--- config.mk ---
export PLATFORM = sky130hd
export DESIGN_NAME = cam_read_register_table
export DESIGN_NICKNAME = d
export VERILOG_FILES = /design/src/rtl/cam_read_register_table.sv
export SDC_FILE = /design/constraint.sdc
export NUM_CORES = 1
export LEC_CHECK = 0
export ABC_AREA = 1
export BUFFER_PORTS_ARGS = -buffer_cell sky130_fd_sc_hd__buf_2
export CAP_MARGIN = 20
export CORE_MARGIN = 5
export CORE_UTILIZATION = 38
export DETAILED_ROUTE_END_ITERATION = 8
export PLACE_DENSITY = 0.61
export SYNTH_ARGS = -nofsm -noshare
export SYNTH_HDL_FRONTEND = slang
export SYNTH_SLANG_ARGS = --single-unit
--- constraint.sdc ---
create_clock -name sysClk -period 2.26 [get_ports sysClk]
set_input_delay 0.339 -clock sysClk [delete_from_list [all_inputs] [get_ports sysClk]]
set_output_delay 0.339 -clock sysClk [all_outputs]
set_load 0.03 [all_outputs]
--- src/rtl/cam_read_register_table.sv ---
// rtl/cam_read_register_table.sv - camera register read table: local status/control/error plus I2C-backed config and crop reads
// Optional WAIT timeout enabled by defining CAM_RD_TIMEOUT_EN.
module cam_read_register_table #(
  parameter int TIMEOUT_CYCLES = 1024,
  parameter int IDX_W          = 8
) (
  input  logic             sysClk,
  input  logic             sysRst_n,
  input  logic [7:0]       rd_addr,
  input  logic             rd_req,
  output logic             rd_busy,
  input  logic [7:0]       status_in,
  input  logic [7:0]       error_in,
  input  logic             cam_id_in,
  input  logic [1:0]       compression_in,
  input  logic             rgb_in,
  input  logic [IDX_W-1:0] index_in,
  output logic [7:0]       cam_i2c_rd_addr,
  output logic             cam_sel,
  output logic             cam_i2c_rd_req,
  input  logic [15:0]      cam_i2c_rd_data,
  input  logic             cam_i2c_rd_valid,
  output logic [127:0]     resp_data,
  output logic             resp_valid,
  output logic             resp_err,
  output logic             error_clr
);

  localparam logic [2:0] IDLE  = 3'd0;
  localparam logic [2:0] LOCAL = 3'd1;
  localparam logic [2:0] ISSUE = 3'd2;
  localparam logic [2:0] WAIT  = 3'd3;
  localparam logic [2:0] DONE  = 3'd4;

  if (IDX_W < 1 || IDX_W > 126 || TIMEOUT_CYCLES < 1) begin : g_bad_params
    $error("cam_read_register_table: IDX_W must be 1..126 and TIMEOUT_CYCLES >= 1");
  end

  logic [2:0]  state;
  logic [7:0]  addr_q;
  logic [1:0]  word_cnt;
  logic [63:0] word_buf;
  logic [63:0] word_buf_nxt;
  logic        is_crop;
  logic        last_word;
  logic [7:0]  i2c_addr;
  logic        timed_out;

  assign is_crop   = (addr_q == 8'h05) || (addr_q == 8'h06);
  assign last_word = is_crop ? (word_cnt == 2'd3) : (word_cnt == 2'd1);
  assign i2c_addr  = is_crop ? (8'h01 + {6'd0, word_cnt}) : (8'h09 + {6'd0, word_cnt});

  // Config words fill upward from bit 0; crop words fill downward from bit 63.
  always_comb begin
    word_buf_nxt = word_buf;
    case ({is_crop, word_cnt})
      3'b000:  word_buf_nxt[15:0]  = cam_i2c_rd_data;
      3'b001:  word_buf_nxt[31:16] = cam_i2c_rd_data;
      3'b100:  word_buf_nxt[63:48] = cam_i2c_rd_data;
      3'b101:  word_buf_nxt[47:32] = cam_i2c_rd_data;
      3'b110:  word_buf_nxt[31:16] = cam_i2c_rd_data;
      3'b111:  word_buf_nxt[15:0]  = cam_i2c_rd_data;
      default: word_buf_nxt = word_buf;
    endcase
  end

`ifdef CAM_RD_TIMEOUT_EN
  localparam int TCNT_W = $clog2(TIMEOUT_CYCLES + 1);
  logic [TCNT_W-1:0] tcnt;

  assign timed_out = (tcnt == TCNT_W'(TIMEOUT_CYCLES - 1));

  always_ff @(posedge sysClk or negedge sysRst_n) begin
    if (!sysRst_n) begin
      tcnt <= '0;
    end else if (state == WAIT && !cam_i2c_rd_valid && !timed_out) begin
      tcnt <= tcnt + 1'b1;
    end else begin
      tcnt <= '0;
    end
  end
`else
  assign timed_out = 1'b0;
`endif

  always_ff @(posedge sysClk or negedge sysRst_n) begin
    if (!sysRst_n) begin
      state           <= IDLE;
      addr_q          <= '0;
      word_cnt        <= '0;
      word_buf        <= '0;
      rd_busy         <= 1'b0;
      cam_i2c_rd_addr <= '0;
      cam_sel         <= 1'b0;
      cam_i2c_rd_req  <= 1'b0;
      resp_data       <= '0;
      resp_valid      <= 1'b0;
      resp_err        <= 1'b0;
      error_clr       <= 1'b0;
    end else begin
      resp_valid <= 1'b0;
      resp_err   <= 1'b0;
      error_clr  <= 1'b0;
      case (state)
        IDLE: begin
          if (rd_req) begin
            addr_q   <= rd_addr;
            word_cnt <= '0;
            word_buf <= '0;
            rd_busy  <= 1'b1;
            case (rd_addr)
              8'h00, 8'h01, 8'h04: state <= LOCAL;
              8'h02, 8'h05: begin
                state   <= ISSUE;
                cam_sel <= 1'b0;
              end
              8'h03, 8'h06: begin
                state   <= ISSUE;
                cam_sel <= 1'b1;
              end
              default: begin
                state      <= DONE;
                resp_valid <= 1'b1;
                resp_err   <= 1'b1;
                resp_data  <= '0;
              end
            endcase
          end
        end
        LOCAL: begin
          state      <= DONE;
          resp_valid <= 1'b1;
          case (addr_q)
            8'h00:   resp_data <= {120'd0, status_in};
            8'h01:   resp_data <= {{(127 - IDX_W){1'b0}}, index_in, cam_id_in};
            default: begin
              resp_data <= {120'd0, error_in};
              error_clr <= 1'b1;
            end
          endcase
        end
        ISSUE: begin
          cam_i2c_rd_addr <= i2c_addr;
          cam_i2c_rd_req  <= 1'b1;
          state           <= WAIT;
        end
        WAIT: begin
          if (cam_i2c_rd_valid) begin
            cam_i2c_rd_req <= 1'b0;
            word_buf       <= word_buf_nxt;
            if (last_word) begin
              state      <= DONE;
              resp_valid <= 1'b1;
              resp_data  <= is_crop ? {64'd0, word_buf_nxt}
                                    : {93'd0, compression_in, rgb_in, word_buf_nxt[31:0]};
            end else begin
              word_cnt <= word_cnt + 2'd1;
              state    <= ISSUE;
            end
          end else if (timed_out) begin
            cam_i2c_rd_req <= 1'b0;
            state          <= DONE;
            resp_valid     <= 1'b1;
            resp_err       <= 1'b1;
            resp_data      <= '0;
          end
        end
        DONE: begin
          state   <= IDLE;
          rd_busy <= 1'b0;
        end
        default: state <= IDLE;
      endcase
    end
  end

endmodule
[After elaboration in Yosys (flattened, before gate mapping)]
Index checks and enable logic that the tools add are counted.
Word-level totals
  output and inout port bits: 142
  register bits after elaboration: 219
  input bits: 56
Operators by class
  reduce and logical (&&, ||, !) cells: 26
  eq/ne operators: 25
  add/subtract/negate cells: 3
  multiplexer cells: 38
Operator list (count)
  two-way mux 128 bit: 4
  one-hot mux 128 bit (3 select lines): 1
  two-way mux 64 bit: 3
  one-hot mux 64 bit (2 select lines): 1
  two-way mux 16 bit: 4
  == test 8 x 3 -> 1 bit (second input constant): 5
  one-hot mux 9 bit (2 select lines): 1
  == test 8 x 1 -> 1 bit (second input constant): 2
  == test 8 x 2 -> 1 bit (second input constant): 2
  zero test 8 bit: 2
  == test 3 bit (second input constant): 5
  one-hot mux 3 bit (4 select lines): 1
  two-way mux 1 bit: 10
  != test 2 bit (second input constant): 5
  OR reduction 2 bit: 5
  two-way mux 3 bit: 3
  AND reduction 2 bit: 4
  nonzero test 2 bit: 4
  OR reduction 7 bit: 1
  == test 3 x 1 -> 1 bit (second input constant): 2
  == test 3 x 2 -> 1 bit (second input constant): 2
  zero test 3 bit: 2
  two-way mux 2 bit: 3
  one-hot mux 1 bit (2 select lines): 3
  16 further kinds: 17

[Depth between registers and ports, before layout]
  depth after elaboration: 9
  depth in mapped cells: 12
  gate-level depth less buffers: 11

[Worst setup path before layout]
Ideal clock, no wire load.
  path type: reg2reg
  start: register word_cnt[0]
  end: register resp_data[31]
  period minus slack after synthesis: 1696 ps
  buffers on the path: 2
  slack: 564 ps
  stages on the path, launching flop included: 12
  arrival: 1580 ps
  cell sequence: dfrtp_1 inv_1 ha_1 inv_1 nand4_4 and2_1 buf_6 buf_6 nor2_2 nor2_2 nand2_1 nand2_1
Between the ends
  cells in the longest elaborated chain, start to end: 7
  elaborated cells between the ends (all ways): 13
  classes of those cells: eq/ne: 5; mux: 6; reduce/logical: 2
Ends and longest elaborated chain
  from (decl): line 41  | logic [1:0] word_cnt;
  from (signal assigned): line 157  | word_cnt <= word_cnt + 2'd1;
  == test 3 bit / == test 3 x 1 -> 1 bit (equally long branches): line 56  | case ({is_crop, word_cnt})
  OR reduction 2 bit (no source line)
  two-way mux 16 bit: line 56
  two-way mux 64 bit: line 154  | resp_data <= is_crop ? {64'd0, word_buf_nxt}
  two-way mux 128 bit: line 151  | if (last_word) begin
  two-way mux 128 bit: line 148  | if (cam_i2c_rd_valid) begin
  one-hot mux 128 bit (3 select lines): line 104  | case (state)
  to (signal assigned): line 134  | 8'h00: resp_data <= {120'd0, status_in};
  to (signal assigned): line 135  | 8'h01: resp_data <= {{(127 - IDX_W){1'b0}}, index_in, cam_id_in};
  to (signal assigned): line 154
  to (decl): line 23  | output logic [127:0] resp_data,
Parallel ways exist; a longest one is shown, timed or not. The select of a mux whose other input is x is not followed.
A chain may end at the register's enable or synchronous reset.

[Worst setup path after layout]
  start: register addr_q[1]
  end: register resp_data[12]
Between the ends
  cells in the longest elaborated chain, start to end: 9
  elaborated cells between the ends (all ways): 14
  classes of those cells: eq/ne: 4; mux: 6; reduce/logical: 4
Ends and longest elaborated chain
  from (decl): line 40  | logic [7:0] addr_q;
  from (signal assigned): line 107  | addr_q <= rd_addr;
  == test 8 x 3 -> 1 bit: line 49  | assign is_crop = (addr_q == 8'h05) || (addr_q == 8'h06);
  logical OR 1 bit *: line 49
  == test 3 bit / zero test 3 bit (equally long branches): line 56
  OR reduction 2 bit (no source line)
  two-way mux 16 bit: line 56
  two-way mux 64 bit: line 154
  two-way mux 128 bit: line 151
  two-way mux 128 bit: line 148
  one-hot mux 128 bit (3 select lines): line 104
Mark *: on every way between the ends. The rest lies on a longest branch, timed or not. The select of a mux whose other input is x is not followed.

==> results.sh <==
export IMPL_status="complete, no violations"
export IMPL_dieArea_um2=24900
export IMPL_critPathMaxStageDelay_ns=0.38
export IMPL_clock_sinks=151
export IMPL_reg2reg_setup_slack_ns=0.32
export IMPL_critical_path_arrival_ns=2.30
export IMPL_endpoint_kind="flip-flop"
export IMPL_synth_distinct_cells=34
export IMPL_vias_per_cell=4.65
export IMPL_syn_area_um2=8300
export IMPL_rsz0062_at_grt="false"
export IMPL_cap_viol_max_count=0
export IMPL_postRouteAntennaNets=0
export IMPL_r2r_end="resp_data[12]"
export IMPL_synth_cells=1109
export IMPL_tightest_slew_ns=0.634
export IMPL_start_kind="flip-flop"
export IMPL_drtIter0Drc=519
export IMPL_fin_crit_sh_pct=85.6
export IMPL_chipHeight_um=158
export IMPL_fill_cells=2246
export IMPL_wl_per_cell_um=14.2
export IMPL_cts_tree="done"
export IMPL_grt_use_met2_pct=27.3
export IMPL_fmax_ghz=0.517
export IMPL_use_met1_pct=24.2
export IMPL_crit_type="flip-flop to flip-flop"
export IMPL_powerDensity_nw_per_um2=682
export IMPL_required_ns=2.62
export IMPL_peakVddDrop_mv=0.508
export IMPL_nNetsFinal=1295
export IMPL_die_w_um=158
export IMPL_cts_buffers=17
export IMPL_via_count=7108
export IMPL_ys_seq_area_share_pct=45.5
export IMPL_setup_worst_path_start="addr_q[1]"
export IMPL_num_io_pins=198
export IMPL_grt_pass1_wl_um=34600
export IMPL_slowest_stage="dfrtp_1"
export IMPL_core_area_um2=21700
export IMPL_max_clock_path_buffers=2
export IMPL_ys_seq_elements=151
export IMPL_dr_pass1_iters=6
export IMPL_cts_htree_levels=4
export IMPL_crit_top_cell="nand2_1"
export IMPL_drc_errors=0
export IMPL_hold_path_class="primary input to flip-flop"
export IMPL_rows=54
export IMPL_drive_gt1_share_pct=20.7
export IMPL_slew_headroom_pct=57.6
export IMPL_grtUsageTotal_pct=17.5
export IMPL_grt_pass1_vias=6745
export IMPL_power_leakage_nw=5.23
export IMPL_final_cell_mix="nand2_1, dfrtp_1, buf_2"
export IMPL_diodes=0
export IMPL_finalCriticalPeriod_ns=1.94
export IMPL_cp_max_fo=17
export IMPL_syn_avg_cell_area_um2=7.49
export IMPL_worstPathCellList="inv_2 -> nand2_1 -> nand2_2 -> nand3_4 -> buf_4 -> nand2_4 -> nand2_2 -> nand2_1 -> a21oi_2 -> nand2_1 -> nand2_1"
export IMPL_start_util_pct=38.3
export IMPL_dp_hpwl_um=15800
export IMPL_ctsRootBufferMaster="clkbuf_16"
export IMPL_area_growth_pct=16.5
export IMPL_busiest_layer="met2"
export IMPL_synth_edff_count=0
export IMPL_tns_ns=0
export IMPL_fin_worst_skew_ns=0.0102
export IMPL_io_buffers=129
export IMPL_setup_worst_path_end="resp_data[12]"
export IMPL_ys_warn_count=0
export IMPL_r2r_start="addr_q[1]"
export IMPL_met3_usage_pct=3.66
export IMPL_holdWs_ns=0.128
export IMPL_layout_commonest_cell="nand2_1"
export IMPL_grt_antenna_before_repair=0
export IMPL_clkTransAtPathRegs_ns=0.06
export IMPL_slew_viol_final=0
export IMPL_clk_insertion_delay_late_ns=0.43
export IMPL_synth_async_reset_ratio_pct=100
export IMPL_r2r_cells=11
export IMPL_finalHoldViolCount=0
export IMPL_drt_total_wl_um=21700
export IMPL_dominantRegCellSynth="dfrtp_1"
export IMPL_final_setup_viol_count=0
export IMPL_place_congestion=0.823
export IMPL_gr_total_overflow=0
export IMPL_grt_max_degree=43
## cell type report
type | instances | area (um^2) | share of cell area, %
Multi-Input combinational cell | 826 | 3680 | 38.0
Inverter | 82 | 308 | 3.18
Clock buffer | 21 | 460 | 4.76
Clock inverter | 11 | 149 | 1.54
Timing Repair Buffer | 157 | 952 | 9.84
Sequential cell | 151 | 3780 | 39.0
Tap cell | 280 | 350 | 3.62
## per-stage QoR
| stage | util [%] | instances | cell area (um^2) | worst slack (ns) | power, mW |
|---|---|---|---|---|---|
| 6_report | 44.6 | 1528 | 9680 | 0.325 | 6.60 |
| 5_1_grt | 44.6 | 1528 | 9680 | 0.137 | 6.86 |
| 4_1_cts | 44.6 | 1528 | 9680 | 0.336 | 6.67 |
| 3_5_place_dp | 41.8 | 1495 | 9060 | 0.358 | 3.70 |
| 3_3_place_gp | 41.8 | 1495 | 9060 | 0.384 | 3.69 |
| 2_1_floorplan | - | 1176 | 8560 | 0.564 | 3.51 |
## critical path: cells and delay by family (launching register included)
kind	cells	cell delay, ns
simple gates	8	1.01
flops	1	0.38
buf+inv	2	0.32
compound gates	1	0.17
## cells by family after synthesis
family / after synthesis / synth area share, %
other cells: 1 / 0.0452
flops: 151 / 45.5
fa+ha+maj: 4 / 0.603
simple gates: 685 / 35.9
buf+inv: 199 / 13.3
compound gates: 69 / 4.64
## sequential cells by signal (all words and copies together), names as in the netlist
signal / cells
cam_sel: 1
resp_data: 64
word_cnt: 2
addr_q: 8
state: 3
resp_err: 1
rd_busy: 1
error_clr: 1
cam_i2c_rd_req: 1
cam_i2c_rd_addr: 4
word_buf: 64
resp_valid: 1
## synth_stat cells, types with 4 or more instances
master / n / area share [%]
nand2_1: 468 / 21
dfrtp_1: 151 / 46
nand3_1: 88 / 5.3
buf_4: 77 / 7.0
inv_1: 64 / 2.9
nor2_1: 57 / 2.6
o21ai_1: 38 / 2.3
nor2_2: 23 / 1.7
buf_2: 20 / 1.2
o21ai_0: 16 / 0.96
inv_2: 15 / 0.68
clkbuf_1: 13 / 0.59
nand3b_1: 10 / 0.90
nand2_2: 8 / 0.60
nand3_2: 8 / 0.96
a21oi_2: 7 / 0.74
nand4_1: 7 / 0.53
buf_6: 4 / 0.54
ha_1: 4 / 0.60
nor2_4: 4 / 0.54
## power by group
part / total (mW) / switching (mW) / internal, mW / leakage, nW
Clock: 2.95 / 1.16 / 1.80 / 0.289
Combinational: 0.859 / 0.661 / 0.198 / 2.85
Sequential: 2.79 / 0.0325 / 2.75 / 2.08
Total: 6.60 / 1.85 / 4.75 / 5.23
## per-layer routing
layer	part of all wire (%)	vias up
li1	-	3559
met1	46	3310
met2	46	201
met3	5.7	38
met4	2.5	0
met5	0	-
## repair_timing
item,CTS,global route
hold buffers,1,0
endpoints found under the hold margin,32,0
resized for setup,0,0
setup buffers,0,0
endpoints found under the setup margin,0,0
## worst min-delay path by stage
stage / startpoint / end / cells past startpoint
after floorplan: sysRst_n / addr_q[0] / 0
after global placement: sysRst_n / resp_data[7] / 1
after detailed placement: sysRst_n / resp_data[7] / 1
after CTS: rd_addr[5] / addr_q[5] / 3
after global routing: rd_addr[5] / addr_q[5] / 3
final: rd_addr[4] / addr_q[4] / 3
(Power assumes the default switching activity.)
